### src/rtl/axis_pkg.sv
// Shared types and the round-robin search used by the AXIS merge logic.
// Optional build macro consumed by axis_rr_mux: AXIS_RR_MUX_TDEST_OVERRIDE_EN.
package axis_pkg;

   // Arbiter state: IDLE picks the next source, LOCKED streams its packet.
   typedef enum logic {
      IDLE   = 1'b0,
      LOCKED = 1'b1
   } rr_state_t;

   // Upper bound on the number of streams the search function can scan.
   localparam int unsigned RR_MAX_STREAMS = 32;

   // Returns the first index with valid high, scanning upward from ptr+1
   // and wrapping at num. Returns ptr unchanged when nothing is valid.
   function automatic int unsigned next_grant(
      input logic [RR_MAX_STREAMS-1:0] valid,
      input int unsigned               num,
      input int unsigned               ptr
   );
      int unsigned idx;
      int unsigned result;
      logic        found;
      result = ptr;
      found  = 1'b0;
      for (int unsigned k = 1; k <= RR_MAX_STREAMS; k++) begin
         if (k <= num) begin
            idx = ptr + k;
            if (idx >= num) begin
               idx = idx - num;
            end
            if (!found && valid[idx[4:0]]) begin
               result = idx;
               found  = 1'b1;
            end
         end
      end
      return result;
   endfunction

endpackage

### src/rtl/axis_skid_buffer.sv
// Two-entry AXIS register slice carrying tdata, tdest and tlast.
// Both the upstream ready and the downstream valid come straight from flops,
// so this slice breaks timing paths in both directions.
module axis_skid_buffer #(
   parameter int unsigned AXIS_BYTES      = 1,
   parameter int unsigned AXIS_TDEST_BITS = 4
) (
   input  logic                       clk,
   input  logic                       sresetn,
   input  logic                       s_tvalid_i,
   output logic                       s_tready_o,
   input  logic                       s_tlast_i,
   input  logic [AXIS_TDEST_BITS-1:0] s_tdest_i,
   input  logic [AXIS_BYTES*8-1:0]    s_tdata_i,
   output logic                       m_tvalid_o,
   input  logic                       m_tready_i,
   output logic                       m_tlast_o,
   output logic [AXIS_TDEST_BITS-1:0] m_tdest_o,
   output logic [AXIS_BYTES*8-1:0]    m_tdata_o
);
   localparam int unsigned W  = AXIS_BYTES * 8;
   localparam int unsigned BW = W + AXIS_TDEST_BITS + 1;

   logic [BW-1:0] in_beat;
   logic [BW-1:0] out_q,  out_d;
   logic [BW-1:0] skid_q, skid_d;
   logic          out_valid_q,  out_valid_d;
   logic          skid_valid_q, skid_valid_d;
   logic          ready_q,      ready_d;
   logic          push;
   logic          pop;

   assign in_beat = {s_tdata_i, s_tdest_i, s_tlast_i};
   assign push    = s_tvalid_i & ready_q;
   assign pop     = out_valid_q & m_tready_i;

   // Next-state: the output register refills from the skid entry first (oldest
   // beat), then from the input; the skid entry only catches a beat that arrives
   // while the output is stalled. Ready is dropped once the skid entry is full.
   always_comb begin
      out_d        = out_q;
      out_valid_d  = out_valid_q;
      skid_d       = skid_q;
      skid_valid_d = skid_valid_q;
      if (pop || !out_valid_q) begin
         if (skid_valid_q) begin
            // ready_q was low, so no push can coincide with a full skid entry
            out_d        = skid_q;
            out_valid_d  = 1'b1;
            skid_valid_d = 1'b0;
         end else if (push) begin
            out_d       = in_beat;
            out_valid_d = 1'b1;
         end else begin
            out_valid_d = 1'b0;
         end
      end else if (push) begin
         skid_d       = in_beat;
         skid_valid_d = 1'b1;
      end
      ready_d = ~skid_valid_d;
   end

   // State registers; asynchronous clear discards anything buffered.
   always_ff @(posedge clk or negedge sresetn) begin
      if (!sresetn) begin
         out_q        <= '0;
         out_valid_q  <= 1'b0;
         skid_q       <= '0;
         skid_valid_q <= 1'b0;
         ready_q      <= 1'b1;
      end else begin
         out_q        <= out_d;
         out_valid_q  <= out_valid_d;
         skid_q       <= skid_d;
         skid_valid_q <= skid_valid_d;
         ready_q      <= ready_d;
      end
   end

   assign s_tready_o                          = ready_q;
   assign m_tvalid_o                          = out_valid_q;
   assign {m_tdata_o, m_tdest_o, m_tlast_o}   = out_q;

endmodule

### src/rtl/axis_rr_mux.sv
// Packet-granular round-robin merge of NUM_SLAVE_STREAMS AXIS inputs onto one
// AXIS output, feeding the downstream tdest switch. A granted source owns the
// output until its tlast beat is accepted, so packets never interleave.
// Build macro AXIS_RR_MUX_TDEST_OVERRIDE_EN: when defined, the output tdest is
// the granted source index instead of the source's own tdest.
module axis_rr_mux
   import axis_pkg::*;
#(
   parameter int unsigned AXIS_BYTES        = 1,
   parameter int unsigned AXIS_TDEST_BITS   = 4,
   parameter int unsigned NUM_SLAVE_STREAMS = 4
) (
   input  logic                                         clk,
   input  logic                                         sresetn,
   output logic [NUM_SLAVE_STREAMS-1:0]                 axis_i_tready,
   input  logic [NUM_SLAVE_STREAMS-1:0]                 axis_i_tvalid,
   input  logic [NUM_SLAVE_STREAMS-1:0]                 axis_i_tlast,
   input  logic [NUM_SLAVE_STREAMS*AXIS_TDEST_BITS-1:0] axis_i_tdest,
   input  logic [NUM_SLAVE_STREAMS*AXIS_BYTES*8-1:0]    axis_i_tdata,
   input  logic                                         axis_o_tready,
   output logic                                         axis_o_tvalid,
   output logic                                         axis_o_tlast,
   output logic [AXIS_TDEST_BITS-1:0]                   axis_o_tdest,
   output logic [AXIS_BYTES*8-1:0]                      axis_o_tdata
);
   localparam int unsigned W  = AXIS_BYTES * 8;
   localparam int unsigned TD = AXIS_TDEST_BITS;
   localparam int unsigned GW = $clog2(NUM_SLAVE_STREAMS);

   rr_state_t        state_q,  state_d;
   logic [GW-1:0]    grant_q,  grant_d;
   logic [GW-1:0]    rr_ptr_q, rr_ptr_d;

   logic             mux_tvalid;
   logic             mux_tlast;
   logic [TD-1:0]    mux_tdest;
   logic [W-1:0]     mux_tdata;
   logic             buf_tvalid;
   logic             buf_tready;
   logic             beat_acc;

   // Select the granted source's beat.
   always_comb begin
      mux_tvalid = axis_i_tvalid[grant_q];
      mux_tlast  = axis_i_tlast[grant_q];
      mux_tdata  = axis_i_tdata[grant_q*W +: W];
   end

`ifdef AXIS_RR_MUX_TDEST_OVERRIDE_EN
   // Downstream routes on the source index; the sources' own tdest is ignored.
   logic unused_tdest;
   assign unused_tdest = ^axis_i_tdest;
   assign mux_tdest    = TD'(grant_q);
`else
   // Pass the granted source's tdest through with its beat.
   assign mux_tdest    = axis_i_tdest[grant_q*TD +: TD];
`endif

   // Only the granted input sees ready, and only while its packet is running.
   assign buf_tvalid = (state_q == LOCKED) && mux_tvalid;
   assign beat_acc   = buf_tvalid && buf_tready;

   generate
      for (genvar gi = 0; gi < NUM_SLAVE_STREAMS; gi++) begin : g_ready
         assign axis_i_tready[gi] = (state_q == LOCKED) && (grant_q == GW'(gi)) && buf_tready;
      end
   endgenerate

   // Arbitration FSM: IDLE spends one cycle choosing a source, LOCKED holds the
   // grant (even across valid gaps) until the tlast beat is accepted.
   always_comb begin
      state_d  = state_q;
      grant_d  = grant_q;
      rr_ptr_d = rr_ptr_q;
      case (state_q)
         IDLE: begin
            if (|axis_i_tvalid) begin
               grant_d = GW'(next_grant(RR_MAX_STREAMS'(axis_i_tvalid),
                                        NUM_SLAVE_STREAMS, 32'(rr_ptr_q)));
               state_d = LOCKED;
            end
         end
         LOCKED: begin
            if (beat_acc && mux_tlast) begin
               rr_ptr_d = grant_q;
               state_d  = IDLE;
            end
         end
      endcase
   end

   // Arbiter registers; pointer resets to the last index so input 0 wins first.
   always_ff @(posedge clk or negedge sresetn) begin
      if (!sresetn) begin
         state_q  <= IDLE;
         grant_q  <= '0;
         rr_ptr_q <= GW'(NUM_SLAVE_STREAMS - 1);
      end else begin
         state_q  <= state_d;
         grant_q  <= grant_d;
         rr_ptr_q <= rr_ptr_d;
      end
   end

   axis_skid_buffer #(
      .AXIS_BYTES      (AXIS_BYTES),
      .AXIS_TDEST_BITS (AXIS_TDEST_BITS)
   ) u_skid (
      .clk        (clk),
      .sresetn    (sresetn),
      .s_tvalid_i (buf_tvalid),
      .s_tready_o (buf_tready),
      .s_tlast_i  (mux_tlast),
      .s_tdest_i  (mux_tdest),
      .s_tdata_i  (mux_tdata),
      .m_tvalid_o (axis_o_tvalid),
      .m_tready_i (axis_o_tready),
      .m_tlast_o  (axis_o_tlast),
      .m_tdest_o  (axis_o_tdest),
      .m_tdata_o  (axis_o_tdata)
   );

endmodule
### config.mk
export PLATFORM = sky130hd
export DESIGN_NAME = axis_rr_mux
export DESIGN_NICKNAME = d
export VERILOG_FILES = /design/src/rtl/axis_pkg.sv /design/src/rtl/axis_skid_buffer.sv /design/src/rtl/axis_rr_mux.sv
export SDC_FILE = /design/constraint.sdc
export NUM_CORES = 1
export LEC_CHECK = 0
export ABC_AREA = 1
export BUFFER_PORTS_ARGS = -buffer_cell sky130_fd_sc_hd__buf_2
export CAP_MARGIN = 15
export CORE_MARGIN = 2
export CORE_UTILIZATION = 30
export CTS_CLUSTER_SIZE = 10
export DETAILED_ROUTE_END_ITERATION = 8
export GPL_ROUTABILITY_DRIVEN = 0
export HOLD_SLACK_MARGIN = 0.06
export SYNTH_ARGS = -nofsm -noshare
export SYNTH_HDL_FRONTEND = slang
export SYNTH_HIERARCHICAL = 1
export SYNTH_SLANG_ARGS = --single-unit
### constraint.sdc
create_clock -name clk -period 1.83 [get_ports clk]
set_input_delay 0.183 -clock clk [delete_from_list [all_inputs] [get_ports clk]]
set_output_delay 0.183 -clock clk [all_outputs]
set_load 0.02 [all_outputs]
==> results of run 1 <==
-- worst max path at each step --
stage / startpoint / end / slack, ps / depth (start not counted)
finish: rr_ptr_q[0] / grant_q[0] / 130 / 11
global route: rr_ptr_q[0] / grant_q[0] / 9 / 11
CTS: rr_ptr_q[1] / grant_q[0] / 80 / 11
detailed placement: grant_q[0] / u_skid/out_q[12] / 30 / 10
global placement: grant_q[0] / u_skid/out_q[8] / 70 / 10
floorplan: rr_ptr_q[0] / grant_q[0] / 80 / 11
-- cells by family (layout without fill, tap and decap cells) --
| group | Yosys count | after routing |
|---|---|---|
| and+or+nand+nor | 211 | 211 |
| DFF | 34 | 34 |
| adders and majority gates | 5 | 5 |
| AOI/OAI and AO/OA | 26 | 26 |
| buffers and inverters | 36 | 120 |
-- worst max-delay path: cells and delay by family (launching register included) --
family	cells	cell delay (ps)
buffers and inverters	3	270
and+or+nand+nor	7	580
DFF	1	540
adders and majority gates	1	190
-- per-layer routing --
layer  track usage  share of wire  vias to the layer above
li1              -              -                     1160
met1         0.242           0.49                     1029
met2         0.239           0.44                       71
met3        0.0326          0.053                        4
met4        0.0537          0.010                        0
met5             0              0                        -
-- sequential cells by signal, summed over array words and instances (netlist names) --
name and flops:
u_skid/skid_valid_q 1, grant_q 2, u_skid/s_tready_o 1, state_q 1, u_skid/m_tvalid_o 1, u_skid/out_q 13, u_skid/skid_q 13, rr_ptr_q 2
-- power breakdown --
| part | switching [uW] | internal, uW |
|---|---|---|
| clock | 291 | 302 |
| combinational | 1970 | 1080 |
| sequential | 220 | 1110 |
| total | 2480 | 2490 |
-- through the flow --
step | hold slack [ps] | instance area [um2]
2_1_floorplan | -113 | 2150
3_3_place_gp | 310 | 2670
3_5_place_dp | 312 | 2670
4_1_cts | 237 | 2790
5_1_grt | 250 | 2820
6_report | 237 | 2820
-- placed cells by master (no fill, tap or decap), drive strengths merged --
master and n:
a21oi 2, a22oi 19, a41oi 1, buf 86, clkbuf 6, clkinv 1
clkinvlp 1, dfrtp 31, dfstp 3, dlygate4sd3 1, ha 5, inv 25
nand2 165, nand3 27, nand4 6, nor2 13, o2111ai 1, o21ai 1
o22ai 2
-- area by class of cell --
cell class | count | area (um2) | area share
sequential | 34 | 856 | 0.304
inverter | 25 | 93.8 | 0.0333
clock inverter | 2 | 12.5 | 0.00444
tap | 96 | 120 | 0.0426
timing repair buffer | 87 | 482 | 0.171
clock buffer | 6 | 82.6 | 0.0293
multi-input combinational | 242 | 1170 | 0.416
-- timing repair --
action	4_1_cts	5_1_grt
endpoints found under the setup margin	4	28
buffers inserted	0	0
hold endpoints to repair	31	0
pin swaps	0	0
hold buffers	1	0
gates resized for setup	1	7
==> summary.txt, run 1 <==
Floorplan
  – I/O pin cnt: 77
  – Die span in x: 88.7 um
  – Core area: 6870 um2
  – DIE HEIGHT: around 89 um
  – Starting Density: 0.313
  – Die area: 7870 um2
  – # rows: 30

Synthesis
  – Flop and latch count out of synthesis: 34
  – EDFF count, synth: 0
  – Synth area leader: dfrtp_1
  – Ys Warns: 6
  – Netlist cell types: 24
  – Sequential area share after synthesis: 0.397
  – Cells after Synth: 312
  – Async SR Flop Fraction: 1.00
  – Complex-gate fraction of the synthesized area: 0.0890
  – Post-Synth Simple-Gate Area: 0.410
  – Area contributors post-synth: dfrtp_1 36%, nand2_1 28%, a22oi_1 6.6%, nand3_1 5.6%, inv_1 4.0%
  – Xor-xnor portion of the synthesized cell area: 0
  – Main combinational cell family by area after synthesis: simple AND/OR/NAND/NOR gates
  – Area of the mapped netlist: between 2000 and 2500 um2
  – Leading cell types by count after synthesis: 160 x nand2_1, 31 x dfrtp_1, 24 x nand3_1
  – Yosys top cell area share: 0.360
  – Mux contribution to synthesized area: 0
  – Adder-Cell Fraction of Synth Area: 0.0291
  – Primary FF master, synth: dfrtp_1
  – Most numerous cell in the Yosys netlist: nand2_1
  – Syn_area_per_cell: 6.90 um2
  – Mapped Nets: between 300 and 400

Worst setup path
  – Kind of critical path: flip-flop to flip-flop
  – Critical Path AT: 1890 ps
  – R2R Setup Slk: 130 ps
  – R2r endpoint: grant_q[0]
  – Crit path required time: 2020 ps
  – Slowest stage cell on the critical path: dfstp_2
  – Startpoint type of the worst setup path: flip-flop
  – Crit path capture type: flip-flop
  – Sequence of cells on the critical path: inv_2 > buf_4 > ha_1 > nor2_1 > nand3_1 > nand2_1 > inv_1 > nand4_1 > nand2_1 > nand2_1 > nand2_1
  – FF-to-FF path depth: 11
  – Crit Path Max Fanout: 7
  – Worst stage delay on the critical path: 540 ps
  – Crit Reg-Reg Startpoint: rr_ptr_q[0]
  – Most frequent CP cell: nand2_1

Route
  – Vias per cell: 4.60
  – Via Count: about 2.3k
  – Post-route ant nets: 0
  – Total wire length: 6.20 mm
  – Routed wire per std cell: 12.6 um
  – Detailed Routing Iterations Pass 1: 4
  – Initial DRC count: approximately 130
  – DRC violations left: 0

Placement
  – Dpl ws: between 20 and 30 ps
  – PortBufs: between 70 and 80
  – Detail Placement HPWL: 4.69 mm
  – Post-Place Cells: 483

GRT
  – Initial antenna violation count: 0
  – Via count of the first global-routing pass: 2079
  – Largest net degree at the start of global routing: 35
  – GRT Resource Usage Total: 0.164
  – GR Overflow Total: 0
  – First-pass GRT wire length: between 9 and 10 mm

Pwr
  – Pwr Total: 4970 uW
  – Leakage power: 0.00163 uW
  – Pwr dens: 1760 nW/um2
  – Peak supply drop: about 0.00067 V

Final layout
  – Final std cells w/o fill: 492
  – Utilization after layout: 0.410
  – Filler cell count: 749
  – Nets@finish: ~460
  – Share of layout cells above drive strength 1: 0.295
  – # diodes: 0
  – Area growth from synthesis to layout: 30.9%

Run status
  – Status: complete, no violations

STA
  – Fin crit share: 0.929
  – Fmax: between 500 and 600 MHz
  – RSZ-0062 raised after global routing: false
  – Clock skew: 6.01 ps
  – Rel. slew slack: 0.483
  – Worst slew pin tran: between 700 and 800 ps
  – Tmin final: 1700 ps
  – Setup TNS: 0 ps
  – Final-report hold violation count: 0
  – Final worst slack: between 100 and 150 ps
  – Setup-failing EPs final: 0
  – Max-slew violations: 0

Worst hold path
  – Hold path start: axis_i_tdata[17]
  – Hold crit path type: input pin to flip-flop
  – Hold Path Stages: 5
  – Worst Hold End: u_skid/skid_q[6]

Run
  – Max Cap Violations: 0

Clock tree
  – Worst skew pair latency: 290 ps
  – Root buffer cell: clkbuf_8
  – Clock sinks: 34
  – CTS Buf Count: 5
  – Clock Pin Slew Worst Setup and Hold Paths: roughly 70 ps
  – Clock Path Buffers: 2
  – CTS tree: yes
  – H-tree depth: 2
Power figures use the tool's default switching activity.
==> run 2, diff against run 1 <==
--- a/config.mk
+++ b/config.mk
@@ -16,5 +16,4 @@
 export HOLD_SLACK_MARGIN = 0.06
 export SYNTH_ARGS = -nofsm -noshare
 export SYNTH_HDL_FRONTEND = slang
-export SYNTH_HIERARCHICAL = 1
 export SYNTH_SLANG_ARGS = --single-unit
==> run 2 against run 1 <==
Largest power group unchanged. Critical path type unchanged. Clock-buffer cell count did not move. Final cell count fell by 2.8%. Global-route usage fell by 0.88 points. Sequential cell count did not move. Hold slack got worse by 71 ps. Core utilization rose by 0.30 points.
==> summary.txt, run 2 <==
Final layout
  – Share of layout cells above drive strength 1: 0.293 (-0.00226)
  – Nets@finish: 445 (-3.1%)
  – Area growth from synthesis to layout: 33.2%
  – Most common cell after layout, fill and taps aside: nand2_1
  – Commonest non-fill, non-tap cells in the layout: 136 x nand2_1, 76 x buf_2, 30 x dfrtp_1
  – Filler cell count: 743 (-0.80%)
  – # diodes: 0 (unchanged)
  – Largest registers: u_skid.out_q: 13 flops, u_skid.skid_q: 13 flops
  – Utilization after layout: 0.413 (+0.00299)
  – Post-Layout Inst Area: 2820 um2 (+0.18%)

Placement
  – PortBufs: 76 (unchanged)
  – Dpl ws: 81.0 ps (+54.3 ps)
  – Detail Placement HPWL: 4.48 mm (-4.5%)
  – Area post-placement: 2650 um2 (-0.98%)

Synthesis
  – EDFF count, synth: 0 (unchanged)
  – Synth area leader: dfrtp_1
  – Mapped Nets: 361 (-4.0%)
  – Ys Warns: 0 (-6)
  – Area of the mapped netlist: 2120 um2 (-1.5%)
  – Area contributors post-synth: dfrtp_1 37%, nand2_1 24%, a22oi_1 8.5%, nand3_1 6.4%, dfstp_2 3.7%
  – Netlist cell types: 23 (-4.2%)
  – Cells after Synth: 297 (-4.8%)
  – Yosys top cell area share: 0.366 (+0.00553)
  – Leading cell types by count after synthesis: 136 x nand2_1, 31 x dfrtp_1, 27 x nand3_1
  – Primary FF master, synth: dfrtp_1
  – Most numerous cell in the Yosys netlist: nand2_1
  – Async SR Flop Fraction: 1.00 (unchanged)
  – Sequential area share after synthesis: 0.403 (+0.00609)
  – Flop and latch count out of synthesis: 34 (unchanged)
  – Syn_area_per_cell: 7.14 um2 (+3.5%)

Worst hold path
  – Hold Path Stages: 3 (-2)
  – Hold crit path type: input pin to flip-flop

Route
  – Via Count: 2182 (-3.6%)
  – Routed wire per std cell: 12.0 um (-4.8%)
  – Post-route ant nets: 0 (unchanged)
  – Detailed Routing Iterations Pass 1: 4 (unchanged)
  – Initial DRC count: 107 (-16%)
  – Vias per cell: 4.56 (-0.80%)
  – DRC violations left: 0 (unchanged)
  – Total wire length: 5.74 mm (-7.5%)

Pwr
  – Leakage power: 0.00158 uW (-2.8%)
  – Pwr dens: 1870 nW/um2 (+5.9%)
  – Pwr Total: 5280 uW (+6.1%)
  – Peak supply drop: 0.000709 V (+6.1%)

STA
  – Max-slew violations: 0 (unchanged)
  – RSZ-0062 raised after global routing: false
  – Final-report hold violation count: 0 (unchanged)
  – Tmin final: 1680 ps (-19.9 ps)
  – Rel. slew slack: 0.496 (+0.0131)
  – Setup TNS: 0 ps (unchanged)
  – Setup-failing EPs final: 0 (unchanged)
  – Worst slew pin tran: 756 ps (-19.7 ps)
  – Fin crit share: 0.918 (-0.0109)
  – Fmax: 595 MHz (+1.2%)
  – Final worst slack: 150 ps (+19.9 ps)
  – Clock skew: 5.84 ps (-0.177 ps)

Worst setup path
  – Startpoint type of the worst setup path: flip-flop
  – Crit path capture type: flip-flop
  – Kind of critical path: flip-flop to flip-flop
  – R2R Setup Slk: 150 ps (+20 ps)
  – FF-to-FF path depth: 11 (unchanged)
  – Critical Path AT: 1830 ps (-60 ps)
  – Crit Path Max Fanout: 6 (-1)
  – Crit path required time: 1980 ps (-40 ps)

Clock tree
  – Root buffer cell: clkbuf_8
  – Clock sinks: 34 (unchanged)
  – Worst skew pair latency: 280 ps (about the same)
  – CTS Buf Count: 5 (unchanged)
  – CTS tree: yes
  – Clock Path Buffers: 2 (unchanged)
  – Post-CTS Setup Repair Bufs: 0 (unchanged)
  – Clock Pin Slew Worst Setup and Hold Paths: 70 ps (about the same)
  – H-tree depth: 2 (unchanged)

Run
  – Max Cap Violations: 0 (unchanged)

GRT
  – GRT Resource Usage Total: 0.155 (-0.00879)
  – GR Overflow Total: 0 (unchanged)
  – Largest net degree at the start of global routing: 35 (unchanged)
  – First-pass GRT wire length: 9.49 mm (-4.9%)
  – Initial antenna violation count: 0 (unchanged)
  – Via count of the first global-routing pass: 2040 (-1.9%)

Run status
  – Status: complete, no violations

Floorplan
  – Die span in x: 88.1 um (-0.72%)
  – # rows: 30 (unchanged)
  – Die area: 7750 um2 (-1.4%)
  – DIE HEIGHT: 88.1 um (-0.72%)
  – Core area: 6830 um2 (-0.55%)
  – I/O pin cnt: 77 (unchanged)
  – Starting Density: 0.310 (-0.00304)
[run 2: cell count changes in the layout (fill, tap and decap cells not counted), moves of 5 or more]
cell	change
nand4_1	-6
nand2_1	-24
buf_4	+5
a22oi_1	+5
inv_1	-5
nor2_2	-5
o21ai_1	+12
[run 2: timing repair]
action / CTS / global route
endpoints found under the setup margin: 0 / 15
endpoints found under the hold margin: 31 / 0
gates resized for setup: 0 / 6
hold buffers: 1 / 0
[run 2: layout make-up]
class | count | area [um2] | share of cell area
Clock buffer | 6 | 82.6 | 0.0293
Timing Repair Buffer | 90 | 488 | 0.173
Tap cell | 96 | 120 | 0.0426
Inverter | 20 | 75.1 | 0.0266
Sequential cell | 34 | 856 | 0.303
Clock inverter | 2 | 60.1 | 0.0213
Multi-Input combinational cell | 230 | 1140 | 0.404
[run 2: per-layer routing]
| layer | global-route usage | part of all wire | vias to the layer above |
|---|---|---|---|
| li1 | - | - | 1130 |
| met1 | 0.229 | 0.49 | 981 |
| met2 | 0.236 | 0.46 | 64 |
| met3 | 0.0254 | 0.046 | 7 |
| met4 | 0.0413 | 0.011 | 0 |
| met5 | 0 | 0 | - |
[run 2: logic make-up (layout without fill, tap and decap cells)]
kind of cell             count (synthesis)  in the layout  synth area share
flip-flops                              34             34             0.403
AO/OA/AOI/OAI                           45             45             0.140
AND/OR/NAND/NOR                        180            180             0.359
buffers and inverters                   33            118            0.0685
adder cells (fa/ha/maj)                  5              5            0.0295
[run 2: power breakdown]
part / switching, uW / internal, uW / total (uW)
Combinational: 2030 / 1090 / 3120
Sequential: 203 / 1110 / 1310
Clock: 265 / 581 / 846
Total: 2500 / 2780 / 5280
[run 2: path summary, 6_finish.rpt]
kind                            startpoint                 to
setup / recovery               rr_ptr_q[1]         grant_q[0]
hold / removal               axis_o_tready  u_skid.s_tready_o
setup reg to reg               rr_ptr_q[1]         grant_q[0]
hold reg to reg            u_skid.out_q[7]    u_skid.out_q[7]
max in group asynchronous          sresetn         grant_q[0]
min in group asynchronous          sresetn    u_skid.out_q[6]
[run 2: per-stage QoR]
| step | instances | hold WS, ps |
|---|---|---|
| floorplan | 297 | -113 |
| global placement | 469 | 298 |
| detailed placement | 469 | 299 |
| CTS | 478 | 167 |
| global route | 478 | 161 |
| finish | 478 | 166 |
[run 2: worst max-delay path, stage by stage, from the launching register on]
cell and delay, ps:
dfstp_2 530, inv_1 70, ha_4 300, inv_1 50, nand3_1 90, nand2_1 60
nor2_1 130, nand2_1 90, nand2_1 60, nand2_1 50, nand3_1 50, o21ai_0 80
==> run 3, diff against run 2 <==
--- a/config.mk
+++ b/config.mk
@@ -14,6 +14,7 @@
 export DETAILED_ROUTE_END_ITERATION = 8
 export GPL_ROUTABILITY_DRIVEN = 0
 export HOLD_SLACK_MARGIN = 0.06
+export REMOVE_ABC_BUFFERS = 1
 export SYNTH_ARGS = -nofsm -noshare
 export SYNTH_HDL_FRONTEND = slang
 export SYNTH_SLANG_ARGS = --single-unit
==> run 3 against run 2 <==
Worst setup slack worse by 34 ps. Fmax down 2.0%. Die area unchanged. Combinational power about the same. Clock skew down 2.4 ps. Final cell count down 0.21%. Non-clock buffer count down 1. First-iteration DRC count up 10%. Hold slack better by 31 ps. Wire length up 3.5%. Core utilization down 1.0 points. Sequential power about the same. Critical path type unchanged. Critical endpoint unchanged.
==> summary.txt, run 3 (synthesis results as in run 2) <==
Route
  – Vias per cell: 4.61 (+1.0%)
  – Via Count: 2200 (+0.82%)
  – Initial DRC count: 118 (+10%)
  – Detailed Routing Iterations Pass 1: 4 (unchanged)
  – DRC violations left: 0 (unchanged)
  – Post-route ant nets: 0 (unchanged)
  – Total wire length: 5.94 mm (+3.5%)
  – Routed wire per std cell: 12.4 um (+3.7%)

Clock tree
  – Clock Pin Slew Worst Setup and Hold Paths: 70 ps (about the same)
  – CTS Buf Count: 5 (unchanged)
  – Post-CTS Setup Repair Bufs: 0 (unchanged)
  – Clock sinks: 34 (unchanged)
  – Clock Path Buffers: 2 (unchanged)
  – Root buffer cell: clkbuf_8
  – H-tree depth: 2 (unchanged)
  – CTS tree: yes
  – Worst skew pair latency: 280 ps (about the same)

Placement
  – Area post-placement: 2640 um2 (-0.28%)
  – PortBufs: 76 (unchanged)
  – Detail Placement HPWL: 4.58 mm (+2.3%)

Pwr
  – Pwr dens: 1800 nW/um2 (-3.5%)
  – Leakage power: 0.00155 uW (-1.8%)
  – Peak supply drop: 0.000648 V (-8.7%)

Worst setup path
  – Slowest stage cell on the critical path: dfstp_2
  – Startpoint type of the worst setup path: flip-flop
  – Crit Path Max Fanout: 6 (unchanged)
  – Sequence of cells on the critical path: inv_1 > ha_4 > inv_1 > nand3_1 > nand2_1 > nor2_1 > nand2_1 > nand2_1 > nand2_1 > nand3_1 > o21ai_1
  – Crit path required time: 1980 ps (about the same)
  – Critical Path AT: 1860 ps (+30 ps)
  – Crit path capture type: flip-flop
  – R2R Setup Slk: 120 ps (-30 ps)
  – R2r endpoint: grant_q[0]
  – Crit Reg-Reg Startpoint: rr_ptr_q[1]
  – Most frequent CP cell: nand2_1
  – Kind of critical path: flip-flop to flip-flop
  – Worst stage delay on the critical path: 530 ps (about the same)
  – FF-to-FF path depth: 11 (unchanged)

Final layout
  – Commonest non-fill, non-tap cells in the layout: 136 x nand2_1, 76 x buf_2, 30 x dfrtp_1
  – Filler cell count: 761 (+2.4%)
  – Utilization after layout: 0.403 (-0.0101)
  – Area growth from synthesis to layout: 29.9%
  – Nets@finish: 444 (-0.22%)
  – Most common cell after layout, fill and taps aside: nand2_1
  – # diodes: 0 (unchanged)
  – Area of the multi-input gates: 1130 um2 (-0.77%)
  – Largest registers: u_skid.out_q: 13 flops, u_skid.skid_q: 13 flops
  – Post-Layout Inst Area: 2750 um2 (-2.4%)
  – Reg area: 856 um2 (unchanged)
  – Share of layout cells above drive strength 1: 0.283 (-0.00973)

STA
  – Clock skew: 3.46 ps (-2.37 ps)
  – Fin crit share: 0.936 (+0.0186)
  – Rel. slew slack: 0.491 (-0.00568)
  – Max-slew violations: 0 (unchanged)
  – Tmin final: 1710 ps (+34.0 ps)
  – Final-report hold violation count: 0 (unchanged)
  – Fmax: 584 MHz (-2.0%)
  – Setup-failing EPs final: 0 (unchanged)
  – Worst slew pin tran: 764 ps (+8.52 ps)

Floorplan
  – Core area: 6830 um2 (unchanged)
  – Die area: 7750 um2 (unchanged)
  – Starting Density: 0.310 (unchanged)
  – DIE HEIGHT: 88.1 um (unchanged)
  – I/O pin cnt: 77 (unchanged)
  – Die span in x: 88.1 um (unchanged)
  – # rows: 30 (unchanged)

GRT
  – First-pass GRT wire length: 9.50 mm (about the same)
  – Largest net degree at the start of global routing: 35 (unchanged)
  – GR Overflow Total: 0 (unchanged)
  – GRT Resource Usage Total: 0.157 (+0.00143)
  – Via count of the first global-routing pass: 1965 (-3.7%)
  – Initial antenna violation count: 0 (unchanged)

Worst hold path
  – Hold crit path type: input pin to flip-flop
  – Worst Hold End: u_skid.s_tready_o
  – Hold path start: axis_o_tready
  – Hold Path Stages: 3 (unchanged)

Run status
  – Status: complete, no violations

Run
  – Max Cap Violations: 0 (unchanged)
[run 3: changes by cell type in the layout (fill, tap and decap cells not counted), sizes merged]
cell	before	now
buf	89	88
bufinv	2	0
clkbuf	6	8
[run 3: per-stage QoR]
step           power (uW)  cells  hold WS (ps)  TNS (ps)  worst slack (ps)
2_1_floorplan        3350    284          -113      -255             -24.6
5_1_grt              5460    477           222     -28.6             -28.6
3_5_place_dp         4360    468           300         0              65.2
6_report             4960    477           197         0               116
3_3_place_gp         4330    468           300         0              96.1
4_1_cts              4950    477           208         0              46.1
[run 3: worst max-delay path, delay by kind of cell, from the launching register on]
kind	cells	cell delay (ps)
compound gates	1	80
flops	1	530
simple gates	7	540
buf+inv	2	110
fa+ha+maj	1	300
[run 3: how the worst max path moves through the flow]
stage | startpoint | slack, ps | depth (start not counted) | end
detailed placement | rr_ptr_q[0] | 70 | 11 | grant_q[0]
global route | rr_ptr_q[0] | -30 | 12 | grant_q[0]
CTS | rr_ptr_q[0] | 50 | 11 | grant_q[0]
floorplan | grant_q[0] | -20 | 8 | u_skid.out_q[10]
global placement | rr_ptr_q[1] | 100 | 11 | grant_q[0]
finish | rr_ptr_q[1] | 120 | 11 | grant_q[0]
[run 3: where the power goes]
group          internal [uW]  total [uW]  leakage, uW  switching (uW)
Combinational           1070        3100      0.00109            2030
Clock                    307         562    0.0000455             255
Sequential              1110        1310     0.000421             194
Total                   2480        4960      0.00155            2480
[run 3: repair_timing]
action	CTS	global route
hold endpoints to repair	31	0
endpoints found under the setup margin	0	3
hold buffers	1	0
gates resized for setup	0	5
[run 3: final cells by class]
class                      count  area share
inverter                      20      0.0273
timing repair buffer          89       0.174
tap                           96      0.0436
clock buffer                   8      0.0327
multi-input combinational    230       0.411
sequential                    34       0.311
[run 3: per-layer routing]
metal | vias up | global-route usage | wire length (um)
met3 | 2 | 0.0396 | 317
met4 | 0 | 0.0289 | 32
li1 | 1134 | - | -
met5 | - | 0 | 0
met1 | 1007 | 0.220 | 2780
met2 | 57 | 0.248 | 2810
